==> config.mk <==
export PLATFORM = sky130hd
export DESIGN_NAME = hdlc_tx_channel
export DESIGN_NICKNAME = d
export VERILOG_FILES = /design/src/rtl/hdlc_pkg.sv /design/src/rtl/hdlc_zero_insert.sv /design/src/rtl/hdlc_tx_channel.sv
export SDC_FILE = /design/constraint.sdc
export NUM_CORES = 1
export LEC_CHECK = 0
export ABC_AREA = 1
export CORE_AREA = 2 2 76 78
export DETAILED_ROUTE_END_ITERATION = 8
export DIE_AREA = 0 0 78 80
export PLACE_DENSITY = 0.73
export SLEW_MARGIN = 10
export SYNTH_ARGS = -nofsm -noshare
export SYNTH_HDL_FRONTEND = slang
export SYNTH_SLANG_ARGS = --single-unit
export TNS_END_PERCENT = 20
==> constraint.sdc <==
create_clock -name clk_i -period 1.7 [get_ports clk_i]
set_input_delay 0.425 -clock clk_i [delete_from_list [all_inputs] [get_ports clk_i]]
set_output_delay 0.425 -clock clk_i [all_outputs]
set_load 0.005 [all_outputs]
==> src/rtl/hdlc_pkg.sv <==
// rtl/hdlc_pkg.sv - shared HDLC framing types and constants for the Tx and Rx channels
package hdlc_pkg;

  typedef enum logic [2:0] {
    IDLE,
    START_FLAG,
    DATA,
    END_FLAG,
    ABORT
  } tx_state_t;

  localparam logic [7:0]  HDLC_FLAG   = 8'h7E;
  localparam logic [7:0]  HDLC_ABORT  = 8'hFE;
  localparam int unsigned STUFF_LIMIT = 5;

  // Zero-length requests become one byte; oversize requests saturate at the limit.
  function automatic logic [6:0] clamp_frame_size(input logic [6:0] size,
                                                  input logic [6:0] max_size);
    logic [6:0] r;
    r = size;
    if (size == 7'd0) begin
      r = 7'd1;
    end else if (size > max_size) begin
      r = max_size;
    end
    return r;
  endfunction

endpackage

==> src/rtl/hdlc_zero_insert.sv <==
// rtl/hdlc_zero_insert.sv - consecutive-ones tracker that forces a stuffed zero after five ones
module hdlc_zero_insert
  import hdlc_pkg::*;
(
  input  logic clk_i,
  input  logic rst_ni,
  input  logic clear_i,
  input  logic advance_i,
  input  logic bit_i,
  output logic bit_o,
  output logic stall_o,
  output logic stall_next_o
);

  localparam logic [2:0] LIMIT = 3'(STUFF_LIMIT);

  logic [2:0] ones_q, ones_d;

  // A full run means the current bit period carries the stuffed zero instead of data.
  assign stall_o      = (ones_q == LIMIT);
  assign bit_o        = stall_o ? 1'b0 : bit_i;
  assign stall_next_o = !stall_o && bit_i && (ones_q == (LIMIT - 3'd1));

  // Count data ones; zeros, stuffed bits and leaving the data field restart the run.
  always_comb begin
    ones_d = ones_q;
    if (clear_i) begin
      ones_d = 3'd0;
    end else if (advance_i) begin
      if (stall_o || !bit_i) begin
        ones_d = 3'd0;
      end else begin
        ones_d = ones_q + 3'd1;
      end
    end
  end

  // Ones counter register.
  always_ff @(posedge clk_i or negedge rst_ni) begin
    if (!rst_ni) begin
      ones_q <= 3'd0;
    end else begin
      ones_q <= ones_d;
    end
  end

endmodule

==> src/rtl/hdlc_tx_channel.sv <==
// rtl/hdlc_tx_channel.sv - HDLC serial transmit channel with flags, zero stuffing and abort
module hdlc_tx_channel
  import hdlc_pkg::*;
#(
  parameter int unsigned MAX_FRAME = 126
) (
  input  logic       clk_i,
  input  logic       rst_ni,
  input  logic       tx_en_i,
  input  logic       valid_frame_i,
  input  logic       abort_frame_i,
  input  logic [6:0] frame_size_i,
  input  logic [7:0] data_i,
  output logic       rd_buff_o,
  output logic       tx_o,
  output logic       tx_done_o,
  output logic       aborted_trans_o
);

  localparam logic [6:0] MAX_SIZE = 7'(MAX_FRAME);

  tx_state_t  state_q, state_d;
  logic       tx_q, tx_d;
  logic       rd_buff_q, rd_buff_d;
  logic       tx_done_q, tx_done_d;
  logic       aborted_q, aborted_d;
  logic       abort_pend_q, abort_pend_d;
  logic       last_stuff_q, last_stuff_d;
  logic [7:0] hold_q, hold_d;
  logic [7:0] shift_q, shift_d;
  logic [2:0] bit_cnt_q, bit_cnt_d;
  logic [6:0] size_q, size_d;
  logic [6:0] loaded_q, loaded_d;

  logic zi_bit, zi_stall, zi_stall_next, zi_advance, zi_clear;
  logic bit_last, bytes_left, active;

  assign bit_last   = (bit_cnt_q == 3'd7);
  assign bytes_left = (loaded_q < size_q);
  assign active     = (state_q == START_FLAG) || (state_q == DATA) || (state_q == END_FLAG);

  // The ones counter only runs while data bits go out and a pending abort is not pre-empting them.
  assign zi_advance = tx_en_i && (state_q == DATA) && !abort_pend_q;
  assign zi_clear   = (state_q != DATA);

  hdlc_zero_insert u_zero_insert (
    .clk_i       (clk_i),
    .rst_ni      (rst_ni),
    .clear_i     (zi_clear),
    .advance_i   (zi_advance),
    .bit_i       (shift_q[0]),
    .bit_o       (zi_bit),
    .stall_o     (zi_stall),
    .stall_next_o(zi_stall_next)
  );

  // State register.
  always_ff @(posedge clk_i or negedge rst_ni) begin
    if (!rst_ni) begin
      state_q <= IDLE;
    end else begin
      state_q <= state_d;
    end
  end

  // Next-state decision, taken only on bit-enabled edges.
  always_comb begin
    state_d = state_q;
    case (state_q)
      IDLE: begin
        if (tx_en_i && valid_frame_i) state_d = START_FLAG;
      end
      START_FLAG: begin
        if (tx_en_i) begin
          if (abort_pend_q)  state_d = ABORT;
          else if (bit_last) state_d = DATA;
        end
      end
      DATA: begin
        if (tx_en_i) begin
          if (abort_pend_q) begin
            state_d = ABORT;
          end else if (zi_stall) begin
            if (last_stuff_q) state_d = END_FLAG;
          end else if (bit_last && !bytes_left && !zi_stall_next) begin
            state_d = END_FLAG;
          end
        end
      end
      END_FLAG: begin
        if (tx_en_i) begin
          if (abort_pend_q)  state_d = ABORT;
          else if (bit_last) state_d = IDLE;
        end
      end
      ABORT: begin
        if (tx_en_i && bit_last) state_d = IDLE;
      end
      default: state_d = IDLE;
    endcase
  end

  // Serial line, buffer requests and byte bookkeeping for the bit being emitted on this edge.
  always_comb begin
    tx_d         = tx_q;
    rd_buff_d    = 1'b0;
    shift_d      = shift_q;
    bit_cnt_d    = bit_cnt_q;
    size_d       = size_q;
    loaded_d     = loaded_q;
    last_stuff_d = last_stuff_q;
    hold_d       = rd_buff_q ? data_i : hold_q;
    tx_done_d    = (state_d == IDLE);
    aborted_d    = (state_q == ABORT) && (state_d == IDLE);

    // Abort requests only matter inside a frame; the pending bit drops once ABORT is entered.
    abort_pend_d = abort_pend_q;
    if (!active)            abort_pend_d = 1'b0;
    else if (abort_frame_i) abort_pend_d = 1'b1;

    if (tx_en_i) begin
      if (active && abort_pend_q) begin
        tx_d         = HDLC_ABORT[0];
        bit_cnt_d    = 3'd1;
        abort_pend_d = 1'b0;
      end else begin
        case (state_q)
          IDLE: begin
            tx_d = 1'b1;
            if (valid_frame_i) begin
              size_d       = clamp_frame_size(frame_size_i, MAX_SIZE);
              rd_buff_d    = 1'b1;
              bit_cnt_d    = 3'd0;
              loaded_d     = 7'd0;
              last_stuff_d = 1'b0;
            end
          end
          START_FLAG: begin
            tx_d = HDLC_FLAG[bit_cnt_q];
            if (bit_last) begin
              shift_d   = hold_q;
              loaded_d  = loaded_q + 7'd1;
              rd_buff_d = ((loaded_q + 7'd1) < size_q);
              bit_cnt_d = 3'd0;
            end else begin
              bit_cnt_d = bit_cnt_q + 3'd1;
            end
          end
          DATA: begin
            tx_d = zi_bit;
            if (!zi_stall) begin
              shift_d   = {1'b0, shift_q[7:1]};
              bit_cnt_d = bit_cnt_q + 3'd1;
              if (bit_last) begin
                if (bytes_left) begin
                  shift_d   = hold_q;
                  loaded_d  = loaded_q + 7'd1;
                  rd_buff_d = ((loaded_q + 7'd1) < size_q);
                end else if (zi_stall_next) begin
                  last_stuff_d = 1'b1;
                end
              end
            end
          end
          END_FLAG: begin
            tx_d      = HDLC_FLAG[bit_cnt_q];
            bit_cnt_d = bit_cnt_q + 3'd1;
          end
          ABORT: begin
            tx_d      = HDLC_ABORT[bit_cnt_q];
            bit_cnt_d = bit_cnt_q + 3'd1;
          end
          default: tx_d = 1'b1;
        endcase
      end
    end
  end

  // Datapath and output registers.
  always_ff @(posedge clk_i or negedge rst_ni) begin
    if (!rst_ni) begin
      tx_q         <= 1'b1;
      rd_buff_q    <= 1'b0;
      tx_done_q    <= 1'b1;
      aborted_q    <= 1'b0;
      abort_pend_q <= 1'b0;
      last_stuff_q <= 1'b0;
      hold_q       <= 8'd0;
      shift_q      <= 8'd0;
      bit_cnt_q    <= 3'd0;
      size_q       <= 7'd0;
      loaded_q     <= 7'd0;
    end else begin
      tx_q         <= tx_d;
      rd_buff_q    <= rd_buff_d;
      tx_done_q    <= tx_done_d;
      aborted_q    <= aborted_d;
      abort_pend_q <= abort_pend_d;
      last_stuff_q <= last_stuff_d;
      hold_q       <= hold_d;
      shift_q      <= shift_d;
      bit_cnt_q    <= bit_cnt_d;
      size_q       <= size_d;
      loaded_q     <= loaded_d;
    end
  end

  assign tx_o            = tx_q;
  assign rd_buff_o       = rd_buff_q;
  assign tx_done_o       = tx_done_q;
  assign aborted_trans_o = aborted_q;

endmodule

* Word-level counts from Yosys, hierarchy flattened
Memory sizes are Yosys's and may differ from the RTL's.
Cells that the tools add are included.
** Word-level totals
- Bits in registers :: 45
- Bits in latches :: 0
- Memory bits (writable) :: 0
- Bits in read-only memories :: 16
- Output and inout port bits :: 4
- Word-level logic and storage cells :: 131
- Memories :: 2
** Memories
- (name not given) :: depth 8, width 1, rd ports 1, clocked after memory_dff 0, write ports 0, line hdlc_tx_channel.sv:170 : tx_d = HDLC_ABORT[bit_cnt_q];
- (name not given) :: depth 8, width 1, rd ports 1, clocked after memory_dff 0, write ports 0, line hdlc_tx_channel.sv:166 : tx_d = HDLC_FLAG[bit_cnt_q];
** Operators by class
- Add/sub/neg operators :: 3
- Multipliers :: 0
- Div/mod/pow operators :: 0
- $lt $le $gt $ge :: 4
- Equality and inequality tests :: 17
- Shift operators :: 0
- Mux-type cells :: 58
- Bitwise gates (word level) :: 1
- Reductions and logical operators :: 33
** Operators by type and width (number)
- $mux 3 :: 20
- $mux 7 :: 7
- $mux 8 :: 4
- $pmux 7 s3 :: 1
- $mux 1 :: 20
- $pmux 8 s2 :: 1
- $reduce_and 8->1 :: 2
- $pmux 3 s5 :: 1
- $lt 7x7->1 :: 2
- $ne 2x2->1 const B :: 7
- $eq 3x3->1 const B :: 4
- $pmux 3 s4 :: 1
- $logic_and 1x1->1 :: 10
- $reduce_and 4->1 :: 2
- $add 7x1->7 const B :: 1
- $gt 7x7->1 const B :: 1
- $logic_not 7->1 :: 1
- $add 3x1->3 const B :: 2
- $eq 3x2->1 const B :: 2
- $logic_not 3->1 :: 2
- $ne 3x3->1 const B :: 2
- $pmux 1 s3 :: 2
- $reduce_bool 2->1 :: 3
- $logic_not 1->1 :: 5
- other kinds (10) :: 13

* Logic depth before layout (Yosys ltp)
- Depth in word-level cells :: 13
- Gate-level depth with buffers :: 14
- Mapped depth without buffers :: 14

* By module
From an unflattened synthesis, not the netlist that was laid out.
** Second synthesis, totals
- Cell total of the unflattened synthesis :: 336
- Area total of the unflattened synthesis :: 2765.2 um^2
** By module, submodules not included
- hdlc_tx_channel :: times used 1, cells an instance 305, area an instance 2534.9 um^2, sequential area each 1053.5 um^2
- hdlc_zero_insert :: times used 1, cells an instance 31, area an instance 230.2 um^2, sequential area each 75.1 um^2

* Worst setup path before layout
Ideal clock, no wire load.
- Path kind :: register -> register
- Start point :: register loaded_q[1]
- End point :: register rd_buff_q, in the netlist rd_buff_o
- Setup time :: 77 ps
- Arrival :: 1727 ps
- Data required time :: 1623 ps
- Path slack :: -105 ps
- Stages on the path, launching flop included :: 10
- Clock period less this slack :: 1805 ps
- Cell sequence :: dfrtp_1 ha_1 nand3_1 nor3_1 xor2_1 ha_1 a21oi_1 o21a_1 nand4_1 a21oi_1
** Between the ends
- Cells in the longest elaborated chain, start to end :: 8
- Elaborated cells on any way between the ends :: 10
- Those cells by class :: add/sub (1); order compare (2); mux (7)
** RTL lines
- start: declaration :: line hdlc_tx_channel.sv:33 : logic [6:0] loaded_q, loaded_d;
- start signal: assignment :: line hdlc_tx_channel.sv:204 : loaded_q <= loaded_d;
- $add 7x1->7 :: line hdlc_tx_channel.sv:143, hdlc_tx_channel.sv:158
- $lt 7x7->1 :: line hdlc_tx_channel.sv:143, hdlc_tx_channel.sv:158
- $mux 1 :: line hdlc_tx_channel.sv:155 : if (bytes_left) begin
- $mux 1 :: line hdlc_tx_channel.sv:154 : if (bit_last) begin
- $mux 1 :: line hdlc_tx_channel.sv:151 : if (!zi_stall) begin
- $pmux 1 s3 (*) :: line hdlc_tx_channel.sv:127 : case (state_q)
- $mux 1 (*) :: line hdlc_tx_channel.sv:122 : if (active && abort_pend_q) begin
- $mux 1 (*) :: line hdlc_tx_channel.sv:121 : if (tx_en_i) begin
- net rd_buff_d :: line hdlc_tx_channel.sv:24 : logic rd_buff_q, rd_buff_d;
- end signal: assignment :: line hdlc_tx_channel.sv:195 : rd_buff_q <= rd_buff_d;
- end: declaration :: line hdlc_tx_channel.sv:24
Mark *: on every way through the listed nets, which the timed path passes. The rest lies on a longest branch.
A chain may end at the register's enable or synchronous reset.

* Worst setup path after layout
Ends and elaborated chain as after synthesis.

==> flow_metrics.py <==
metrics = {
    "run_status": {
        "status": "finished with violations",
        "violations": "setup timing",
    },
    "floorplan": {
        "die-area_sq_um": 6240,
        "initial_core_util_pct": 49.9,
        "die_w_um": 78,
        "rows": 27,
        "num_io_pins": 24,
        "core-area_sq_um": 5410,
        "die_y_um": 80,
    },
    "yosys": {
        "ys.flop_type": "dfrtp_1",
        "synth-edff-count": 0,
        "yosysMostFrequentCell": "nand2_1",
        "synth-async-reset-ratio_pct": 100,
        "synth_area_sq_um": 2700,
        "synth_cell_type_count": 34,
        "ys_ff_latch": 45,
        "syn_inst": 328,
        "synth_common_cells": "nand2_1, inv_1, dfrtp_1",
        "ys_seq_area_share_pct": 41.9,
        "yosys.area.top_type": "dfrtp_1",
        "synth.top_cells.by_area": "dfrtp_1, nand2_1, ha_1",
        "netlist.area_leader.share_pct": 39.9,
        "yosys_warnings": 0,
        "avgSynthCellArea_sq_um": 8.22,
        "synth_fp_nets": 368,
    },
    "timing": {
        "slew_violations": 0,
        "max_slew.worst_pin.slew_ns": 0.442,
        "period_share_pct": 112,
        "relSlewSlack_pct": 70.5,
        "finalClockSkew_ns": 0.00507,
        "rsz0062_at_grt": "true",
        "final_hold_viol_count": 0,
        "hold_ws_ns": 0.0593,
        "min_period_ns": 1.90,
        "tns_ns": -1.91,
        "worst_slack_ns": -0.198,
        "fmax_mhz": 527,
        "finalSetupViolations": 19,
    },
    "worst_setup_path": {
        "rr_worst_depth": 9,
        "r2r-end": "rd_buff_o",
        "path_class": "flop to flop",
        "crit_path_max_fanout": 2,
        "worstPathArrival_ns": 2.13,
        "worstPathRequired_ns": 1.93,
        "r2r_start": "loaded_q[1]",
        "endpoint_kind": "flop",
        "r2r_setup_slack_ns": -0.20,
        "start_kind": "flop",
    },
    "place": {
        "gp_congestion": 0.883,
        "dpl.hpwl_um": 4430,
        "port_buffers": 23,
        "place_area_sq_um": 3270,
    },
    "power_and_ir_drop": {
        "power_density_nw_per_um2": 1470,
        "p_leak_nw": 1.85,
        "peakVddDrop_v": 0.000772,
    },
    "finish": {
        "antennaDiodeCount": 0,
        "drive_above_1_share_pct": 29.8,
        "final_area_sq_um": 3630,
        "fill_cells": 429,
        "area_delta_synth_final_pct": 34.8,
        "nets": 438,
    },
    "clocking": {
        "clock-sinks": 45,
        "h-tree-depth": 2,
        "clock_latency_ns": 0.30,
        "cts.reportedPaths.clkPinSlew_ns": 0.08,
        "ctsRootBufferMaster": "clkbuf_8",
        "cts_buffers": 5,
        "cts_tree": "done",
        "cts_max_path_buffers": 2,
    },
    "global_route": {
        "grt_max_degree": 29,
        "globalRoute.totalOverflow": 0,
        "grt_pass1_vias": 2230,
        "grt_antenna_before_repair": 0,
        "grt_use_total_pct": 19.9,
        "grt_pass1_wl_um": 9810,
    },
    "route": {
        "wl_met1_um": 2710,
        "vias": 2390,
        "wl_met3_um": 212,
        "avgViaCountPerCell": 5.07,
        "wl_per_cell_um": 13.7,
        "met2WireLength_um": 3410,
        "first_pass_iters": 4,
        "wl_um": 6440,
        "drtAntennaViolNets": 0,
        "drc": 0,
        "drtIter0Drc": 138,
        "top_layer": "met4",
    },
    "min_path": {
        "hp-class": "input port to async pin",
    },
    "run": {
        "drv_cap": 0,
    },
}
[critical path, cell delays in order, from the launching register on]
cell and delay (ns):
dfrtp_1 0.41, ha_4 0.17, nand3_4 0.09, nor3_4 0.18, xor2_1 0.21, ha_1 0.27, a21oi_1 0.13, o21a_1 0.13
nand4_1 0.09, a21oi_1 0.15
[layout by cell type, fill, tap and decap left out, types with 5 or more instances in the layout]
cell type	n
nand2_1	63
o21ai_0	19
dfrtp_1	41
a21oi_1	15
nor2_1	18
mux2_2	8
o21ai_1	16
buf_6	5
ha_1	16
clkbuf_8	6
clkdlybuf4s50_1	20
nor2_2	5
nand2_2	16
inv_1	47
buf_4	37
[routing by layer]
metal  global-route usage (%)  vias to the layer above
met5                        0                        -
met4                     6.49                        0
met3                     3.28                       11
met2                     35.2                       42
met1                     24.9                     1140
li1                         -                     1197
[sequential cells by signal (all words and copies together) (netlist names)]
register,flops
abort_pend_q,1
aborted_trans_o,1
bit_cnt_q,3
hold_q,8
last_stuff_q,1
loaded_q,7
rd_buff_o,1
shift_q,8
size_q,7
state_q,3
tx_done_o,1
tx_o,1
u_zero_insert.ones_q,3
[worst max-delay path by stage]
stage	startpoint	cells after the start	end	slack [ns]
final	loaded_q[1]	9	rd_buff_o	-0.20
after floorplan	loaded_q[1]	9	rd_buff_o	-0.07
after detailed placement	tx_en_i	6	loaded_q[3]	-0.28
after global routing	loaded_q[1]	10	rd_buff_o	-0.30
after CTS	loaded_q[1]	9	rd_buff_o	-0.16
after global placement	tx_en_i	9	aborted_trans_o	-0.22
[power breakdown]
| group | total (W) | internal (W) | leakage [nW] | switching [W] |
|---|---|---|---|---|
| Sequential | 0.00176 | 0.00151 | 0.570 | 0.000256 |
| Combinational | 0.00289 | 0.00131 | 1.23 | 0.00158 |
| Clock | 0.000682 | 0.000332 | 0.0455 | 0.000350 |
| Total | 0.00533 | 0.00314 | 1.85 | 0.00219 |
[area by class of cell]
type                       instances  area (sq um)  share of cell area, %
multi-input combinational        228          1550                   42.6
sequential                        45          1130                   31.1
timing repair buffer              66           577                   15.9
inverter                          52           198                   5.44
clock buffer                       8          90.1                   2.48
tap                               72          90.1                   2.48
[through the flow]
step | utilization (%) | power (W) | setup WS, ns | std cells
2_1_floorplan | - | 0.00330 | -0.0664 | 328
3_5_place_dp | 60.4 | 0.00425 | -0.281 | 454
6_report | 67.2 | 0.00533 | -0.198 | 471
3_3_place_gp | 60.4 | 0.00416 | -0.223 | 454
4_1_cts | 62.6 | 0.00496 | -0.155 | 463
5_1_grt | 67.2 | 0.00580 | -0.298 | 471
[what timing repair did]
action                     in CTS  in global routing
resized for setup               9                 44
hold buffers                    0                  0
pin swaps                       0                 20
gates cloned                    0                  1
buffers inserted                1                  7
setup endpoints to repair      22                 24
[cell families after synthesis]
kind of cell	count (synthesis)	synth area share (%)
simple gates	132	23.5
mux	8	3.34
flops	45	41.9
fa+ha+maj	20	9.28
xor+xnor	5	1.62
buf+inv	56	8.26
compound gates	62	12.2
No activity file was read; power rests on OpenSTA's default activity.
==> patch, RTL diff (same flow settings) <==
Register the output `aborted_trans_o` once more, cleared by the reset; this adds one clock of latency there. The other outputs are not delayed to match.
--- a/src/rtl/hdlc_tx_channel.sv
+++ b/src/rtl/hdlc_tx_channel.sv
@@ -209,5 +209,11 @@
   assign rd_buff_o       = rd_buff_q;
   assign tx_done_o       = tx_done_q;
-  assign aborted_trans_o = aborted_q;
+  always_ff @(posedge clk_i or negedge rst_ni) begin
+    if (!rst_ni) begin
+      aborted_trans_o <= '0;
+    end else begin
+      aborted_trans_o <= aborted_q;
+    end
+  end
 
 endmodule
Behaviour: no difference found for any inputs over 10 cycles, from zero or initial values and one cycle with rst_ni low; that may be too few to reach the edited logic, so the function may still have changed.
==> patch against the unedited design <==
The run still ends with negative setup slack left. Area after synthesis increased by 3.9%. Sequential cell count increased by 1. Total power increased by 0.13%. Largest cell class unchanged. Cell area is 6.5% higher. Cell count increased by 5.3%. Fmax is 13% lower. Clock skew grew 0.0022 ns. Wire length grew 6.3%. Worst setup slack got worse by 0.29 ns.
==> patch: results <==
{
  "n_all_inverters": 50,
  "placed_area_sq_um": 3440,
  "clock_area_share_pct": 2.81,
  "vias_per_cell": 5.13,
  "grt_pass1_wl_um": 10900,
  "drtIter0Drc": 114,
  "powerComb_w": 0.00274,
  "use_met2_pct": 37.8,
  "dp_hpwl_um": 4720,
  "seq_share_pct": 29.9,
  "ctsResizeCount": 29,
  "synth_nets": 382,
  "slew_headroom_pct": 68.7,
  "setup_viol": 18,
  "n_sequential_cell": 46,
  "holdWs_ns": 0.0743,
  "dr_wl_met2_um": 3340,
  "met1_length_um": 3070,
  "multi_input_cells": 242,
  "synthTopCellsByArea": "dfrtp_1 (39%), nand2_1 (14%), ha_1 (8.9%)",
  "grt_usage_pct": 22.0,
  "cp_top_family": "simple AND/OR/NAND/NOR gates",
  "arrival_ns": 2.42,
  "synth.distinct_cells": 38,
  "multi_input_comb_area_sq_um": 1630,
  "gp_congestion": 0.885,
  "met1_usage_pct": 29.2,
  "synth-seq-area-share_pct": 41.2,
  "place_inst": 478,
  "nNonClkBuffers": 78,
  "failed_checks": "negative setup slack",
  "avgRoutedWirePerCell_um": 13.8,
  "tns_ns": -2.41,
  "outcome": "complete, but fails checks",
  "grt_pass1_vias": 2451,
  "setup_ws_ns": -0.485,
  "grt_use_met3_pct": 3.39,
  "fin_skew_ns": 0.00732,
  "met3_length_um": 336,
  "nNetsFinal": 463
}
==> patch: cell count changes in the layout (fill, tap and decap cells not counted), sizes merged, moves of 3 or more <==
cell and change:
a21oi -6, nor2 +3, inv -3, clkinv +3
clkbuf -3, o22ai +7, o21ai -23, buf +12
nand2 +29
==> patch: worst register-to-register path: stages, from the launching register on <==
cell	delay, ns
dfrtp_1	0.41
ha_4	0.17
nand3_2	0.09
nand3b_1	0.25
xnor2_2	0.19
ha_1	0.31
nand2_1	0.11
inv_1	0.07
nand3_1	0.09
a21oi_1	0.07
nor4_2	0.16
nand2_1	0.11
a21oi_2	0.12
==> patch: cells by family after synthesis <==
logic type | count (synthesis) | synth area share (%)
buf+inv | 55 | 8.40
flops | 46 | 41.2
simple gates | 166 | 26.5
xor+xnor | 5 | 1.56
mux | 7 | 2.81
fa+ha+maj | 20 | 8.93
compound gates | 43 | 10.6
